File: src/rtl/pipe_hazard_ctrl.sv
`default_nettype none
// =============================================================================
// pipe_hazard_ctrl : stall / bubble / flush controller for the in-order pipe.
// Optional macro PIPE_PERF_CNT_EN adds stall, flush and load-use counters.
// Revision : 1.0
// =============================================================================
module pipe_hazard_ctrl #(
    parameter  int MEM_STAGES = 1,
    parameter  int REG_ADDR_W = 5,
    parameter  int MC_CNT_W   = 6,
    localparam int NUM_STAGES = 4 + MEM_STAGES
) (
    input  logic                  clk,
    input  logic                  rst,
    input  logic                  if_valid,
    input  logic                  id_rs1_re,
    input  logic [REG_ADDR_W-1:0] id_rs1_addr,
    input  logic                  id_rs2_re,
    input  logic [REG_ADDR_W-1:0] id_rs2_addr,
    input  logic                  id_regfile_we,
    input  logic [REG_ADDR_W-1:0] id_regfile_waddr,
    input  logic                  id_mem_re,
    input  logic                  id_mc,
    input  logic [MC_CNT_W-1:0]   id_mc_cycles,
    input  logic                  ex_branch_taken,
    output logic                  pc_we,
    output logic [NUM_STAGES-1:0] stall_o,
    output logic [NUM_STAGES-1:0] bubble_o,
    output logic [NUM_STAGES-1:0] valid_o,
    output logic                  mc_busy
`ifdef PIPE_PERF_CNT_EN
    ,
    output logic [31:0]           perf_stall_cycles,
    output logic [31:0]           perf_flush_cnt,
    output logic [31:0]           perf_lu_cnt
`endif
);

    // Loads become forwardable after the last MEM stage, so destination
    // records are only needed from EX up to the stage just before it.
    localparam int LU_LAST = 1 + MEM_STAGES;
    localparam logic [MC_CNT_W-1:0] MC_ONE = MC_CNT_W'(1);

    logic [NUM_STAGES-1:0] valid_q, valid_d;
    logic [LU_LAST:2]      we_q, we_d;
    logic [LU_LAST:2]      load_q, load_d;
    logic [REG_ADDR_W-1:0] waddr_q [2:LU_LAST];
    logic [REG_ADDR_W-1:0] waddr_d [2:LU_LAST];
    logic [MC_CNT_W-1:0]   mc_cnt_q, mc_cnt_d;

    logic             started;
    logic             lu;
    logic             fl;
    logic             mc_start;
    logic [LU_LAST:2] lu_hit;

    assign started = valid_q[0];
    assign valid_o = valid_q;
    assign mc_busy = (mc_cnt_q != '0);
    assign fl      = ex_branch_taken & valid_q[2] & ~mc_busy;

    for (genvar k = 2; k <= LU_LAST; k++) begin : g_lu_hit
        assign lu_hit[k] = valid_q[k] & we_q[k] & load_q[k] &
            ((id_rs1_re & (id_rs1_addr != '0) & (id_rs1_addr == waddr_q[k])) |
             (id_rs2_re & (id_rs2_addr != '0) & (id_rs2_addr == waddr_q[k])));
    end

    assign lu = valid_q[1] & (|lu_hit);

    always_comb begin
        stall_o  = '0;
        bubble_o = '0;
        pc_we    = 1'b0;
        if (!started) begin
            bubble_o = '1;
        end else if (fl) begin
            bubble_o[1] = 1'b1;
            bubble_o[2] = 1'b1;
            pc_we       = 1'b1;
        end else if (mc_busy) begin
            stall_o[2:0] = '1;
            bubble_o[3]  = 1'b1;
        end else if (lu) begin
            stall_o[1:0] = '1;
            bubble_o[2]  = 1'b1;
        end else begin
            pc_we       = 1'b1;
            bubble_o[1] = ~if_valid;
        end
    end

    always_comb begin
        valid_d    = valid_q;
        we_d       = we_q;
        load_d     = load_q;
        waddr_d    = waddr_q;
        valid_d[0] = 1'b1;

        if (bubble_o[1]) begin
            valid_d[1] = 1'b0;
        end else if (!stall_o[1]) begin
            valid_d[1] = if_valid;
        end

        if (bubble_o[2]) begin
            valid_d[2] = 1'b0;
            we_d[2]    = 1'b0;
            load_d[2]  = 1'b0;
        end else if (!stall_o[2]) begin
            valid_d[2] = valid_q[1];
            we_d[2]    = id_regfile_we;
            load_d[2]  = id_mem_re;
            waddr_d[2] = id_regfile_waddr;
        end

        for (int k = 3; k < NUM_STAGES; k++) begin
            if (bubble_o[k]) begin
                valid_d[k] = 1'b0;
            end else if (!stall_o[k]) begin
                valid_d[k] = valid_q[k-1];
            end
        end

        for (int k = 3; k <= LU_LAST; k++) begin
            if (bubble_o[k]) begin
                we_d[k]   = 1'b0;
                load_d[k] = 1'b0;
            end else if (!stall_o[k]) begin
                we_d[k]    = we_q[k-1];
                load_d[k]  = load_q[k-1];
                waddr_d[k] = waddr_q[k-1];
            end
        end
    end

    // A zero latency field means a single-cycle op: it never raises busy.
    assign mc_start = valid_q[1] & id_mc & ~stall_o[2] & ~bubble_o[2];

    always_comb begin
        mc_cnt_d = mc_cnt_q;
        if (mc_start) begin
            mc_cnt_d = (id_mc_cycles == '0) ? '0 : id_mc_cycles - MC_ONE;
        end else if (mc_busy) begin
            mc_cnt_d = mc_cnt_q - MC_ONE;
        end
    end

    always_ff @(posedge clk or negedge rst) begin
        if (!rst) begin
            valid_q  <= '0;
            we_q     <= '0;
            load_q   <= '0;
            waddr_q  <= '{default: '0};
            mc_cnt_q <= '0;
        end else begin
            valid_q  <= valid_d;
            we_q     <= we_d;
            load_q   <= load_d;
            waddr_q  <= waddr_d;
            mc_cnt_q <= mc_cnt_d;
        end
    end

`ifdef PIPE_PERF_CNT_EN
    logic [31:0] perf_stall_q, perf_stall_d;
    logic [31:0] perf_flush_q, perf_flush_d;
    logic [31:0] perf_lu_q, perf_lu_d;
    logic        lu_stall;

    assign lu_stall = lu & ~fl & ~mc_busy;

    always_comb begin
        perf_stall_d = perf_stall_q + {31'd0, ~pc_we};
        perf_flush_d = perf_flush_q + {31'd0, fl};
        perf_lu_d    = perf_lu_q + {31'd0, lu_stall};
    end

    always_ff @(posedge clk or negedge rst) begin
        if (!rst) begin
            perf_stall_q <= '0;
            perf_flush_q <= '0;
            perf_lu_q    <= '0;
        end else begin
            perf_stall_q <= perf_stall_d;
            perf_flush_q <= perf_flush_d;
            perf_lu_q    <= perf_lu_d;
        end
    end

    assign perf_stall_cycles = perf_stall_q;
    assign perf_flush_cnt    = perf_flush_q;
    assign perf_lu_cnt       = perf_lu_q;
`endif

endmodule

`default_nettype wire

File: config.mk
export PLATFORM = sky130hd
export DESIGN_NAME = pipe_hazard_ctrl
export DESIGN_NICKNAME = d
export VERILOG_FILES = /design/src/rtl/pipe_hazard_ctrl.sv
export SDC_FILE = /design/constraint.sdc
export NUM_CORES = 1
export LEC_CHECK = 0
export CAP_MARGIN = 15
export CORE_MARGIN = 2
export CORE_UTILIZATION = 43
export CTS_CLUSTER_DIAMETER = 80
export CTS_CLUSTER_SIZE = 12
export DETAILED_ROUTE_END_ITERATION = 6
export PLACE_DENSITY = 0.91
export SLEW_MARGIN = 10
export SYNTH_ARGS = -nofsm -noshare
export SYNTH_HDL_FRONTEND = slang
export SYNTH_SLANG_ARGS = --single-unit
File: constraint.sdc
create_clock -name clk -period 2.98 [get_ports clk]
set_clock_uncertainty 0.05 [all_clocks]
set_input_delay 0.596 -clock clk [delete_from_list [all_inputs] [get_ports clk]]
set_output_delay 0.596 -clock clk [all_outputs]
set_load 0.03 [all_outputs]
# Word level (Yosys, flattened, before mapping)
# Index checks and enable logic that the tools add are counted.
# totals
regBits	18
latch_bits	0
ramBits	0
romBits	0
inputBits	30
output_inout_bits	17
wordCells	66
memories	0
# op_classes
addsub	2
n_mul	0
n_div	0
n_lt_le_gt_ge	0
eq_ne	4
n_shift	0
muxes	29
n_bitwise	18
n_reduce_logical	6
# ops
operator	n
1-bit 2-to-1 mux	19
6-bit 2-to-1 mux	3
1-bit bitwise AND	13
6-bit by 1-bit subtractor with 6-bit output, second input constant	2
5-bit equality test	2
5-bit nonzero test	2
3-bit 2-to-1 mux	3
2-bit 2-to-1 mux	4
6-bit zero test	1
6-bit nonzero test	1
2-bit by 1-bit != test with 1-bit output, second input constant	2
1-bit inverter	4
2-bit AND reduction	1
2-bit nonzero test	1
1-bit OR	1

# Longest topological paths before layout
# logic_depth
ltp_word	14
depth_mapped	9
ltp_nobuf	8

# Least setup slack after synthesis
# No wires, ideal clock.
# synth_timing
path_kind	reg-to-output
from	register valid_q[2] (netlist: valid_o[2])
to	output port stall_o[1]
arrival_time_ps	2472
required_ps	2334
path_slack_ps	-138
stages_incl_launch_ff	7
path_buffers	1
cell_sequence	dfrtp_1 > nand4_1 > or4_4 > o31ai_4 > nor2_1 > nor2_1 > buf_4
# synth_between
elab_chain_cells	8
elab_cells_between_ends	10
cone_classes	mux (4); bitwise (6)
# synth_rtl
item	line	source
from (decl)	44	logic [NUM_STAGES-1:0] valid_q, valid_d;
from (signal assigned)	156	valid_q <= valid_d;
1-bit bitwise AND (3 in a row)	63	assign lu_hit[k] = valid_q[k] & we_q[k] & load_q[k] &
1-bit bitwise AND	68	assign lu = valid_q[1] & (|lu_hit);
2-bit 2-to-1 mux	83	end else if (lu) begin
2-bit 2-to-1 mux	80	end else if (mc_busy) begin
3-bit 2-to-1 mux (*)	76	end else if (fl) begin
3-bit 2-to-1 mux (*)	74	if (!started) begin
to (decl)	27	output logic [NUM_STAGES-1:0] stall_o,
# Every way passes the cells marked *; elsewhere a longest branch is shown, timed or not.

# Worst setup path in the final report
# layout_timing
from	input port id_rs1_addr[3]
to	output port stall_o[0]
# layout_between
elab_chain_cells	10
elab_cells_between_ends	11
cone_classes	eq/ne (1); mux (4); bitwise (5); reduce/logical (1)
# layout_rtl
item	line	source
from (decl)	17	input logic [REG_ADDR_W-1:0] id_rs1_addr,
5-bit nonzero test	64	((id_rs1_re & (id_rs1_addr != '0) & (id_rs1_addr == waddr_q[k])) |
1-bit bitwise AND	64	
1-bit bitwise AND (*)	64	
1-bit OR (*)	64	
1-bit bitwise AND (*)	63	
1-bit bitwise AND (*)	68	
2-bit 2-to-1 mux (*)	83	
2-bit 2-to-1 mux (*)	80	
3-bit 2-to-1 mux (*)	76	
3-bit 2-to-1 mux (*)	74	
# Marks and branches as above.

==> flow_metrics.tcl <==
set metrics [dict create \
    clk_transition_reported_paths_ns 0.11 \
    dieWidth_microns 56.1 \
    ctsLongestPathBuffers 2 \
    ys_seq_area_share_pct 38.6 \
    cts_tree "done" \
    p_sw_w 0.000141 \
    fin_cells 211 \
    yosysMostFrequentCell "dfrtp_1" \
    cap_violations 0 \
    grt_usage_pct 23.3 \
    syn_area_sq_um 1170 \
    numCtsBuffers 3 \
    switching_share_pct 27.4 \
    synthToLayoutAreaGrowth_pct 62.8 \
    first_global_vias 1221 \
    critical_path_class "in -> out" \
    pwr-share-comb_pct 20.8 \
    slew_violations 0 \
    relSlewSlack_pct 43.0 \
    diodes 0 \
    setup_viol 3 \
    violations "setup timing" \
    antenna_found_initial 0 \
    min_period_ns 2.99 \
    p_clk_share_pct 31.3 \
    async_reset_ff_share_pct 100 \
    yosysWarnings 0 \
    fin_nets 215 \
    drt_wl_total_microns 3640 \
    synthFlopType "dfrtp_1" \
    place.gp.congestion 0.799 \
    syn_avg_cell_area_sq_um 10.1 \
    cts_htree_levels 1 \
    p_leak_nw 0.860 \
    synth.distinct_cells 38 \
    post-route-period-util_pct 100 \
    finalPower_w 0.000515 \
    row_count 18 \
    cts.sinks 18 \
    via_count 1141 \
    overflow 0 \
    initial_utilization_pct 46.2 \
    status "complete, but fails checks" \
    dp_hpwl_microns 2440 \
    dp.cells 193 \
    die_h_microns 56.1 \
    cts-root-buf "clkbuf_4" \
    grt_pass1_wl_microns 5670 \
    clock.fmax_mhz 335 \
    routed_via_density 5.41 \
    synth_edf_count 0 \
    drtIter0Drc 36 \
    ant_nets 0 \
    io_pins 47 \
    required_ns 2.33 \
    ir_drop_uv 238 \
    hold_viol 0 \
    yosysTopAreaCellShare_pct 38.6 \
    yosysTopAreaCell "dfrtp_1" \
    routedWlPerCell_microns 17.2 \
    worstMarginPinSlew_ns 0.852 \
    worst_ep_arrival_time_ns 2.34 \
    netlist_top_cells_count "dfrtp_1 (18), nand2_1 (11), xor2_1 (10)" \
    hold_path.class "reg -> reg" \
    first_pass_iters 4 \
    grt_max_degree 19 \
    design.die.area_sq_um 3140 \
    startpoint_type "primary input" \
    pwr_density_cell_nw_per_um2 271 \
    core_sq_um 2520 \
    ys_seq_elements 18 \
    setup_slack_ns -0.00684 \
    pwr-share-seq_pct 47.9 \
    critPathCaptureType "output pin" \
    drive_gt1_share_pct 35.4 \
    finalSetupTns_ns -0.0152 \
    clk_latency_ns 0.31 \
    p_int_w 0.000373 \
    synth_area_leaders "dfrtp_1 (39%), xor2_1 (7.5%), mux2_4 (6.4%), nand2_1 (3.5%), ha_1 (3.2%)" \
    synthCells 116 \
    path_max_fanout 4 \
    port_buffers 44 \
    drc 0 \
]
## registers in the layout, summed over array words and instances (netlist names)
| register | count |
|---|---|
| waddr_q | 5 |
| valid_o | 5 |
| mc_cnt_q | 6 |
| we_q | 1 |
| load_q | 1 |
## metrics by stage
step / hold WS (ns) / util (%) / area, sq um / setup WS, ns
finish: 0.451 / 75.2 / 1900 / -0.00684
global placement: 0.422 / 66.2 / 1670 / -0.103
global route: 0.472 / 75.2 / 1900 / -0.0645
CTS: 0.443 / 71.5 / 1800 / 0.0102
detailed placement: 0.421 / 66.2 / 1670 / -0.191
floorplan: 0.250 / - / 1170 / 0.0304
## final timing paths
| path | startpoint | cells after the start | slack [ns] | end |
|---|---|---|---|---|
| worst max register to register | valid_o[1]$_DFFE_PN0P_ | 9 | 0.45 | waddr_q[3]$_DFFE_PN0P_ |
| min in group asynchronous | rst | 1 | 0.70 | mc_cnt_q[4]$_DFFE_PN0P_ |
| max in group asynchronous | rst | 1 | 1.59 | valid_o[2]$_DFFE_PN0P_ |
| worst max-delay path | id_rs1_addr[3] | 8 | -0.007 | stall_o[0] |
| worst min-delay path | valid_o[3]$_DFF_PN0_ | 1 | 0.45 | valid_o[4]$_DFF_PN0_ |
| worst min register to register | valid_o[3]$_DFF_PN0_ | 1 | 0.45 | valid_o[4]$_DFF_PN0_ |
## power by group through the flow
stage	combinational, W	sequential (W)	clock (W)
floorplan	0.0000369	0.000252	0
global placement	0.0000984	0.000251	0
detailed placement	0.000101	0.000251	0
CTS	0.000102	0.000246	0.000153
global route	0.000115	0.000247	0.000175
finish	0.000107	0.000246	0.000161
## metal layers
metal	GRT usage [%]	routed length, microns
met4	9.52	57
met2	43.7	2050
met5	0	0
met3	6.51	241
met1	23.9	1290
## cell type report
cell class,instances,area (sq um)
repair buffers,65,626
flip-flops and latches,18,453
fillers,181,624
inverters,6,22.5
clock buffers,4,36.3
well taps,30,37.5
multi-input cells,88,723
## worst max-delay path, cell delays in order
cell	delay (ns)
clkdlybuf4s50_1	0.53
nor4_2	0.06
nor3_1	0.24
a21oi_2	0.10
o31ai_4	0.35
nor2_2	0.10
nor2_2	0.19
buf_6	0.16
## cells in the final DEF, fill, tap and decap left out, types with 3 or more instances in the layout
cell type,n
conb_1,3
dfrtp_1,16
o21ai_0,6
xor2_1,10
buf_6,4
inv_2,3
clkdlybuf4s50_1,29
nand2_1,11
a22o_2,3
dlymetal6s2s_1,4
mux2_4,5
dlygate4sd2_1,4
inv_1,3
xnor2_1,4
mux2i_1,3
nor3_1,5
clkbuf_4,3
nor2_1,4
buf_4,20
nor4_2,3
## cell families after synthesis
| logic type | Yosys count | share of synthesized area (%) |
|---|---|---|
| and+or+nand+nor | 40 | 20.5 |
| buffers and inverters | 11 | 4.83 |
| xor gates and xnor gates | 14 | 10.5 |
| AOI/OAI and AO/OA | 20 | 12.7 |
| muxes | 8 | 9.01 |
| DFF | 18 | 38.6 |
| adders and majority gates | 3 | 3.22 |
| other | 2 | 0.644 |
## repair_timing
item,4_1_cts,5_1_grt
pin swaps,7,10
resized for setup,17,16
hold buffers,0,0
setup buffers,7,7
endpoints found under the setup margin,8,6
Power figures use the tool's default switching activity.
